===== src/rtl/stack_sequencer.sv =====
// stack_sequencer: multi-cycle initiator for the memory stage's SP-relative
// stack port. Runs CALL/INT push sequences and RET/RTI pop sequences, one
// request per accepted memory cycle, reassembling popped words into PC/flags.
module stack_sequencer #(
  parameter int DATA_W = 16,
  parameter int PC_W   = 32,
  parameter int FLAG_W = 3
) (
  input  logic              clk,
  input  logic              reset,
  input  logic              start_call,
  input  logic              start_ret,
  input  logic              start_int,
  input  logic              start_rti,
  input  logic [PC_W-1:0]   pc_in,
  input  logic [FLAG_W-1:0] flags_in,
  input  logic              mem_ready,
  input  logic [DATA_W-1:0] mem_rdata,
  output logic              memory_push,
  output logic              memory_pop,
  output logic              memory_write,
  output logic              memory_read,
  output logic [1:0]        memory_address_select,
  output logic [1:0]        memory_write_src_select,
  output logic              stall,
  output logic              busy,
  output logic [PC_W-1:0]   pc_out,
  output logic              pc_load,
  output logic [FLAG_W-1:0] flags_out,
  output logic              flags_load
);

  localparam logic [3:0] IDLE    = 4'd0;
  localparam logic [3:0] PUSH_FL = 4'd1;
  localparam logic [3:0] PUSH_HI = 4'd2;
  localparam logic [3:0] PUSH_LO = 4'd3;
  localparam logic [3:0] POP_LO  = 4'd4;
  localparam logic [3:0] CAP_LO  = 4'd5;
  localparam logic [3:0] POP_HI  = 4'd6;
  localparam logic [3:0] CAP_HI  = 4'd7;
  localparam logic [3:0] POP_FL  = 4'd8;
  localparam logic [3:0] CAP_FL  = 4'd9;
  localparam logic [3:0] DONE    = 4'd10;

  localparam logic [1:0] OP_CALL = 2'd0;
  localparam logic [1:0] OP_RET  = 2'd1;
  localparam logic [1:0] OP_INT  = 2'd2;
  localparam logic [1:0] OP_RTI  = 2'd3;

  localparam logic [1:0] SRC_FL = 2'b00;
  localparam logic [1:0] SRC_HI = 2'b01;
  localparam logic [1:0] SRC_LO = 2'b10;

  logic [3:0]        state, next_state;
  logic [1:0]        op, next_op;
  logic [PC_W-1:0]   pc_lat;
  logic [FLAG_W-1:0] flags_lat;
  logic              unused_latched;

  // Operands are captured at start for observability; the memory stage
  // itself picks the write data through memory_write_src_select.
  assign unused_latched = ^{pc_lat, flags_lat};

  assign memory_address_select = 2'b00;
  assign stall = busy | start_call | start_ret | start_int | start_rti;

  // Next-state and operation selection; starts are only arbitrated in IDLE.
  always_comb begin
    next_state = state;
    next_op    = op;
    case (state)
      IDLE: begin
        if (start_int) begin
          next_state = PUSH_FL;
          next_op    = OP_INT;
        end else if (start_rti) begin
          next_state = POP_LO;
          next_op    = OP_RTI;
        end else if (start_call) begin
          next_state = PUSH_HI;
          next_op    = OP_CALL;
        end else if (start_ret) begin
          next_state = POP_LO;
          next_op    = OP_RET;
        end
      end
      PUSH_FL: if (mem_ready) next_state = PUSH_HI;
      PUSH_HI: if (mem_ready) next_state = PUSH_LO;
      PUSH_LO: if (mem_ready) next_state = DONE;
      POP_LO:  if (mem_ready) next_state = CAP_LO;
      CAP_LO:  next_state = POP_HI;
      POP_HI:  if (mem_ready) next_state = CAP_HI;
      CAP_HI:  next_state = (op == OP_RTI) ? POP_FL : DONE;
      POP_FL:  if (mem_ready) next_state = CAP_FL;
      CAP_FL:  next_state = DONE;
      DONE:    next_state = IDLE;
      default: next_state = IDLE;
    endcase
  end

  // State, operation and operand latches.
  always_ff @(posedge clk) begin
    if (!reset) begin
      state     <= IDLE;
      op        <= OP_CALL;
      pc_lat    <= '0;
      flags_lat <= '0;
    end else begin
      state <= next_state;
      op    <= next_op;
      if (state == IDLE && next_state != IDLE) begin
        pc_lat    <= pc_in;
        flags_lat <= flags_in;
      end
    end
  end

  // Moore outputs registered from the next state so they align with state.
  always_ff @(posedge clk) begin
    if (!reset) begin
      memory_push             <= 1'b0;
      memory_write            <= 1'b0;
      memory_pop              <= 1'b0;
      memory_read             <= 1'b0;
      memory_write_src_select <= SRC_FL;
      busy                    <= 1'b0;
      pc_load                 <= 1'b0;
      flags_load              <= 1'b0;
    end else begin
      memory_push  <= (next_state == PUSH_FL) || (next_state == PUSH_HI) || (next_state == PUSH_LO);
      memory_write <= (next_state == PUSH_FL) || (next_state == PUSH_HI) || (next_state == PUSH_LO);
      memory_pop   <= (next_state == POP_LO) || (next_state == POP_HI) || (next_state == POP_FL);
      memory_read  <= (next_state == POP_LO) || (next_state == POP_HI) || (next_state == POP_FL);
      busy         <= (next_state != IDLE);
      pc_load      <= (next_state == DONE) && ((next_op == OP_RET) || (next_op == OP_RTI));
      flags_load   <= (next_state == DONE) && (next_op == OP_RTI);
      case (next_state)
        PUSH_HI: memory_write_src_select <= SRC_HI;
        PUSH_LO: memory_write_src_select <= SRC_LO;
        default: memory_write_src_select <= SRC_FL;
      endcase
    end
  end

  // Pop data capture: mem_rdata is valid in the CAP cycle after an accepted pop.
  always_ff @(posedge clk) begin
    if (!reset) begin
      pc_out    <= '0;
      flags_out <= '0;
    end else begin
      if (state == CAP_LO) pc_out[DATA_W-1:0]      <= mem_rdata;
      if (state == CAP_HI) pc_out[PC_W-1:DATA_W]   <= mem_rdata;
      if (state == CAP_FL) flags_out               <= mem_rdata[FLAG_W-1:0];
    end
  end

endmodule


===== config.mk =====
export PLATFORM = sky130hd
export DESIGN_NAME = stack_sequencer
export DESIGN_NICKNAME = d
export VERILOG_FILES = /design/src/rtl/stack_sequencer.sv
export SDC_FILE = /design/constraint.sdc
export NUM_CORES = 1
export LEC_CHECK = 0
export CAP_MARGIN = 25
export CORE_AREA = 2 2 86 88
export DETAILED_ROUTE_END_ITERATION = 8
export DIE_AREA = 0 0 88 90
export PLACE_DENSITY = 0.61
export RECOVER_POWER = 100
export SKIP_CTS_REPAIR_TIMING = 1
export SKIP_LAST_GASP = 1
export SLEW_MARGIN = 25
export SYNTH_ARGS = -nofsm -noshare
export SYNTH_HDL_FRONTEND = slang
export SYNTH_SLANG_ARGS = --single-unit

===== constraint.sdc =====
create_clock -name clk -period 3.9 [get_ports clk]
set_clock_uncertainty 0.15 [all_clocks]
set_input_delay 0.78 -clock clk [delete_from_list [all_inputs] [get_ports clk]]
set_output_delay 0.78 -clock clk [all_outputs]
set_load 0.05 [all_outputs]

==> impl_metrics.json, run 1 <==
{
  "clk-insertion-delay-late_ns": 0.30,
  "die_height_um": 90,
  "area_delta_synth_final_pct": 42.9,
  "path_clk_slew_ns": 0.09,
  "grt_pass1_wl_mm": 7.87,
  "worst_slack_ns": 0.578,
  "cts_buffer_depth": 2,
  "rows": 31,
  "period_minus_slack_ns": 3.32,
  "grt_overflow_total": 0,
  "h-tree-depth": 2,
  "peakVddDrop_mv": 0.122,
  "cts_buffers": 5,
  "p_total_mw": 1.21,
  "drtIter0Drc": 93,
  "drtAntennaViolNets": 0,
  "syn_inst": 232,
  "dp.cells": 382,
  "rsz0062_at_grt": "no",
  "finalWirelength_mm": 4.79,
  "drive_above_1_share_pct": 5.15,
  "synthSimpleGateAreaFrac_pct": 27.6,
  "cts-root-buf": "clkbuf_8",
  "drtPass1Iterations": 4,
  "dieArea_sq_mm": 0.00792,
  "synth_top_area_cell": "dfxtp_1",
  "path_delay_family": "buffers and inverters",
  "period_share_pct": 85.2,
  "hold_ws_ns": 0.302,
  "critPathSlowestCell": "dlygate4sd3_1",
  "yosys.area_share.adder_pct": 0,
  "final_util_pct": 38.6,
  "critPathMostFrequentCell": "dlygate4sd3_1",
  "ys_seq_elements": 48,
  "crit_arrival_ns": 2.39,
  "grt_pass1_vias": 1587,
  "start_kind": "input pin",
  "n_antenna_cell": 0,
  "synth-seq-area-share_pct": 50.7,
  "cts_sinks": 48,
  "die_w_um": 88,
  "dp_hpwl_mm": 3.32,
  "grt_usage_pct": 12.4,
  "final.setup.tns_ns": 0,
  "cts_tree": "done",
  "syn-cell-area_sq_mm": 0.00190,
  "place_area_sq_mm": 0.00262,
  "slew_violations": 0,
  "synth_compound_area_share_pct": 14.5,
  "final-setup-viol-count": 0,
  "detail_route.wl_per_cell_um": 12.3,
  "worst_setup_path_end_kind": "output pin",
  "power.density_mw_per_mm2": 448,
  "synth_top_cell_area_share_pct": 50.7,
  "finalHoldViolations": 0,
  "avgSynthCellArea_sq_um": 8.18,
  "synthMuxAreaShare_pct": 1.58,
  "slowest_delay_ns": 0.87,
  "crit_buf_inv": 2,
  "synth_area_leaders": "dfxtp_1 51%, nand2_1 13%, a21oi_1 8.7%",
  "core_sq_mm": 0.00702,
  "synth-xor-area-share_pct": 0,
  "ys_warn_count": 0,
  "clkPwrFrac_pct": 26.1,
  "worstPathRequired_ns": 2.97,
  "tightest_slew_ns": 0.927,
  "fillers": 728,
  "crit_type": "in -> out",
  "slew_headroom_pct": 38.2,
  "ys_top_cells_by_count": "65 x nand2_1, 48 x dfxtp_1, 33 x a21oi_1, 14 x nor2_1, 9 x clkbuf_1",
  "outcome": "finished clean",
  "clock.fmax_mhz": 301,
  "antenna_found_initial": 0,
  "port_buffers": 67,
  "initial_core_util_pct": 27.0,
  "intPower_uw": 794,
  "p_leak_nw": 1.06,
  "p_comb_share_pct": 28.0,
  "synth_edf_count": 0,
  "dpl_worst_slack_ns": 0.682,
  "hold_class": "reg -> reg",
  "viasPerCell": 4.44,
  "yosysMostFrequentCell": "nand2_1",
  "cp_max_fo": 4,
  "vias": 1730,
  "drv_cap": 0,
  "p_sw_share_pct": 34.6,
  "io_pins": 105,
  "crit_chain": "dlygate4sd3_1, nor2_1, nand3b_1, dlygate4sd3_1",
  "fin_cells": 390,
  "globalplace.congestion": 0.831,
  "yosysUniqueCellTypes": 39,
  "p_seq_share_pct": 45.9,
  "fin_area_sq_mm": 0.00271,
  "ys.flop_type": "dfxtp_1",
  "p_switching_uw": 421,
  "synth_top_family_by_area": "simple AND/OR/NAND/NOR gates",
  "synthArstFlopShare_pct": 0,
  "grt_max_degree": 22,
  "final_nets": 348,
  "drc": 0
}
-- worst paths after layout --
path	from	to	slack [ns]	cells after the start
max	start_call	stall	0.58	4
min	pc_out[20]	pc_out[20]	0.30	2
max reg2reg	state[0]	pc_out[18]	1.84	4
min reg2reg	pc_out[20]	pc_out[20]	0.30	2
-- state kept, by name, summed over array words and instances (netlist names) --
name,flops
pc_out,32
state,4
flags_out,3
memory_write_src_select,2
op,2
busy,1
flags_load,1
memory_read,1
memory_write,1
pc_load,1
-- worst min-delay path, cell delays in order (launching register included) --
cell	delay, ns
dfxtp_1	0.31
nand2_1	0.05
a21oi_1	0.05
-- power by group through the flow --
stage	logic, mW	registers [mW]	clock network, mW
detailed placement	0.353	0.570	0
floorplan	0.187	0.630	0
global placement	0.349	0.569	0
CTS	0.354	0.559	0.332
global route	0.367	0.564	0.344
finish	0.340	0.558	0.317
-- cell families after synthesis --
family / Yosys count
simple gates: 112
compound gates: 48
buf+inv: 20
flops: 48
mux: 3
other cells: 1
-- per-layer routing --
| layer | up-vias | track usage [%] | share of wire, % |
|---|---|---|---|
| li1 | 886 | - | - |
| met3 | 5 | 3.40 | 5.7 |
| met4 | 0 | 3.08 | 0.75 |
| met5 | - | 0 | 0 |
| met2 | 47 | 19.9 | 48 |
| met1 | 792 | 16.2 | 45 |
-- cell type report --
cell class / count / area [sq um] / area share, %
inverter: 2 / 7.51 / 0.277
timing repair buffer: 68 / 674 / 24.9
clock inverter: 2 / 13.8 / 0.508
sequential: 48 / 961 / 35.4
multi-input combinational: 165 / 848 / 31.3
tap: 99 / 124 / 4.57
clock buffer: 6 / 82.6 / 3.05
-- layout by cell type (no fill, tap or decap), types with 2 or more instances in the layout --
cell type / n
mux2i_1: 3
nor2b_1: 4
clkdlybuf4s50_1: 19
a21oi_1: 33
o21ai_0: 5
conb_1: 2
dfxtp_1: 48
nor3b_1: 3
nor3_1: 3
nor4_1: 3
a211oi_1: 2
clkbuf_8: 6
nand2_1: 65
and3_1: 3
nor2_1: 14
dlygate4sd3_1: 48
and2_1: 2
or4_4: 2
inv_1: 2
(Power assumes the default switching activity.)
==> run 2, diff against run 1 <==
--- a/config.mk
+++ b/config.mk
@@ -5,10 +5,11 @@
 export SDC_FILE = /design/constraint.sdc
 export NUM_CORES = 1
 export LEC_CHECK = 0
-export CAP_MARGIN = 25
+export CAP_MARGIN = 10
 export CORE_AREA = 2 2 86 88
 export DETAILED_ROUTE_END_ITERATION = 8
 export DIE_AREA = 0 0 88 90
+export GPL_TIMING_DRIVEN = 0
 export PLACE_DENSITY = 0.61
 export RECOVER_POWER = 100
 export SKIP_CTS_REPAIR_TIMING = 1
==> constraint.sdc (replaced) <==
create_clock -name clk -period 3.9 [get_ports clk]
set_clock_uncertainty 0.15 [all_clocks]
set_input_delay 0.78 -clock clk [delete_from_list [all_inputs] [get_ports clk]]
set_output_delay 0.78 -clock clk [all_outputs]
set_load 0.01 [all_outputs]
==> run 2 against run 1 <==
Register-to-register slack worse by 0.31 ns. Worst hold slack better by 0.0012 ns. Non-clock buffer count rose by 17. Via count is 3.6% higher. Largest cell class unchanged. Sequential power shrank 3%. Largest power group unchanged. Sequential cell count unchanged. First-iteration DRC count shrank 5.4%. Critical path depth stayed put. Combinational power decreased by 17%. Die area unchanged. Global-route usage increased by 0.65 points. Setup slack better by 0.19 ns.
==> impl_metrics.json, run 2 (synthesis gave the netlist of run 1 again) <==
{
  "final-setup-viol-count": 0,
  "die_w_um": 88,
  "final.setup.tns_ns": 0,
  "cts_sinks": 48,
  "crit_type": "in -> out",
  "slowest_delay_ns": 0.61,
  "grt_usage_pct": 13.0,
  "cts_buffers": 5,
  "top_register": "pc_out",
  "seqCellArea_sq_um": 961,
  "area_delta_synth_final_pct": 47.0,
  "r2r_slack_ns": 1.53,
  "cts_tree": "done",
  "dpl_worst_slack_ns": 0.941,
  "dieArea_sq_mm": 0.00792,
  "start_kind": "input pin",
  "crit_chain": "dlygate4sd3_1, nor2_1, nand3b_1, dlygate4sd3_1",
  "initial_core_util_pct": 27.0,
  "finalWirelength_mm": 4.90,
  "outcome": "finished clean",
  "fillers": 724,
  "h-tree-depth": 2,
  "worst_slack_ns": 0.766,
  "rsz0062_at_grt": "no",
  "slew_violations": 0,
  "cts-root-buf": "clkbuf_8",
  "peakVddDrop_mv": 0.133,
  "rows": 31,
  "drive_above_1_share_pct": 6.49,
  "finalHoldViolations": 0,
  "cp_max_fo": 4,
  "final_nets": 365,
  "drtPass1Iterations": 4,
  "p_switching_uw": 335,
  "drv_cap": 0,
  "viasPerCell": 4.40,
  "critPathMostFrequentCell": "dlygate4sd3_1",
  "multi_input_area_sq_um": 837,
  "crit_arrival_ns": 2.20,
  "p_sw_share_pct": 29.3,
  "clk-insertion-delay-late_ns": 0.30,
  "critPathSlowestCell": "dlygate4sd3_1",
  "clock.fmax_mhz": 319,
  "grt_overflow_total": 0,
  "drtAntennaViolNets": 0,
  "p_comb_share_pct": 24.8,
  "period_minus_slack_ns": 3.13,
  "die_height_um": 90,
  "grt_pass1_vias": 1764,
  "slew_headroom_pct": 47.2,
  "antenna_found_initial": 0,
  "path_clk_slew_ns": 0.08,
  "cts_buffer_depth": 2,
  "grt_max_degree": 16,
  "largest_reg_flops": 32,
  "port_buffers": 67,
  "period_share_pct": 80.4,
  "tightest_slew_ns": 0.786,
  "final_common_cell": "nand2_1",
  "hold_class": "reg -> reg",
  "p_total_mw": 1.14,
  "p_leak_nw": 1.10,
  "core_sq_mm": 0.00702,
  "drc": 0,
  "intPower_uw": 809,
  "drtIter0Drc": 88,
  "p_seq_share_pct": 47.3,
  "worstPathRequired_ns": 2.97,
  "worst_setup_path_end_kind": "output pin",
  "dp_hpwl_mm": 3.65,
  "vias": 1792,
  "final_cell_mix": "65 x nand2_1, 48 x dfxtp_1, 48 x dlygate4sd3_1",
  "io_pins": 105,
  "globalplace.congestion": 0.802,
  "n_antenna_cell": 0,
  "detail_route.wl_per_cell_um": 12.0,
  "power.density_mw_per_mm2": 410,
  "grt_pass1_wl_mm": 8.27,
  "largestRegisters": "pc_out x32, state x4, flags_out x3",
  "clkPwrFrac_pct": 27.9
}
-- run 2: changes by cell type in the layout (fill, tap and decap cells not counted) --
cell      previous run  this run
buf_4                0         4
buf_6                0         1
nor3_1               3         4
clkbuf_1             1        12
buf_2                0         1
nor3_4               1         0
-- run 2: layer usage --
layer | share of wire (%) | vias up | track usage [%] | wire, um
li1 | - | 920 | - | -
met1 | 45 | 829 | 16.5 | 2210
met2 | 50 | 38 | 22.0 | 2430
met3 | 4.2 | 5 | 3.21 | 207
met4 | 0.88 | 0 | 3.08 | 43
met5 | 0 | - | 0 | 0
-- run 2: area by class of cell --
class | count | area share, %
flip-flops and latches | 48 | 34.5
multi-input cells | 165 | 30.0
repair buffers | 67 | 24.1
well taps | 99 | 4.44
plain buffers | 18 | 3.28
clock buffers | 6 | 2.96
clock inverters | 2 | 0.494
inverters | 2 | 0.269
-- run 2: worst max-delay path, delay by kind of cell --
| family | cells | cell delay (ns) |
|---|---|---|
| buffers and inverters | 2 | 1.19 |
| and+or+nand+nor | 2 | 0.24 |
-- run 2: power by group through the flow --
| stage | clock [mW] | sequential (mW) | combinational, mW |
|---|---|---|---|
| finish | 0.319 | 0.541 | 0.283 |
| global route | 0.354 | 0.547 | 0.313 |
| CTS | 0.331 | 0.543 | 0.298 |
| detailed placement | 0 | 0.554 | 0.297 |
| global placement | 0 | 0.553 | 0.295 |
| floorplan | 0 | 0.562 | 0.165 |
-- run 2: path summary, 6_finish.rpt --
path / start / to / depth (start not counted)
worst max-delay path: start_call / stall / 4
worst min-delay path: pc_out[11] / pc_out[11] / 2
worst max register to register: state[0] / pc_out[0] / 6
worst min register to register: pc_out[11] / pc_out[11] / 2
-- run 2: through the flow --
step                      util [%]  area [sq um]  instances  hold slack [ns]
final                         39.7          2790        407            0.303
after global routing          39.7          2790        407            0.324
after global placement        38.4          2700        399            0.294
after detailed placement      38.4          2700        399            0.297
after CTS                     39.8          2790        407            0.311
after floorplan                  -          1900        233            0.331
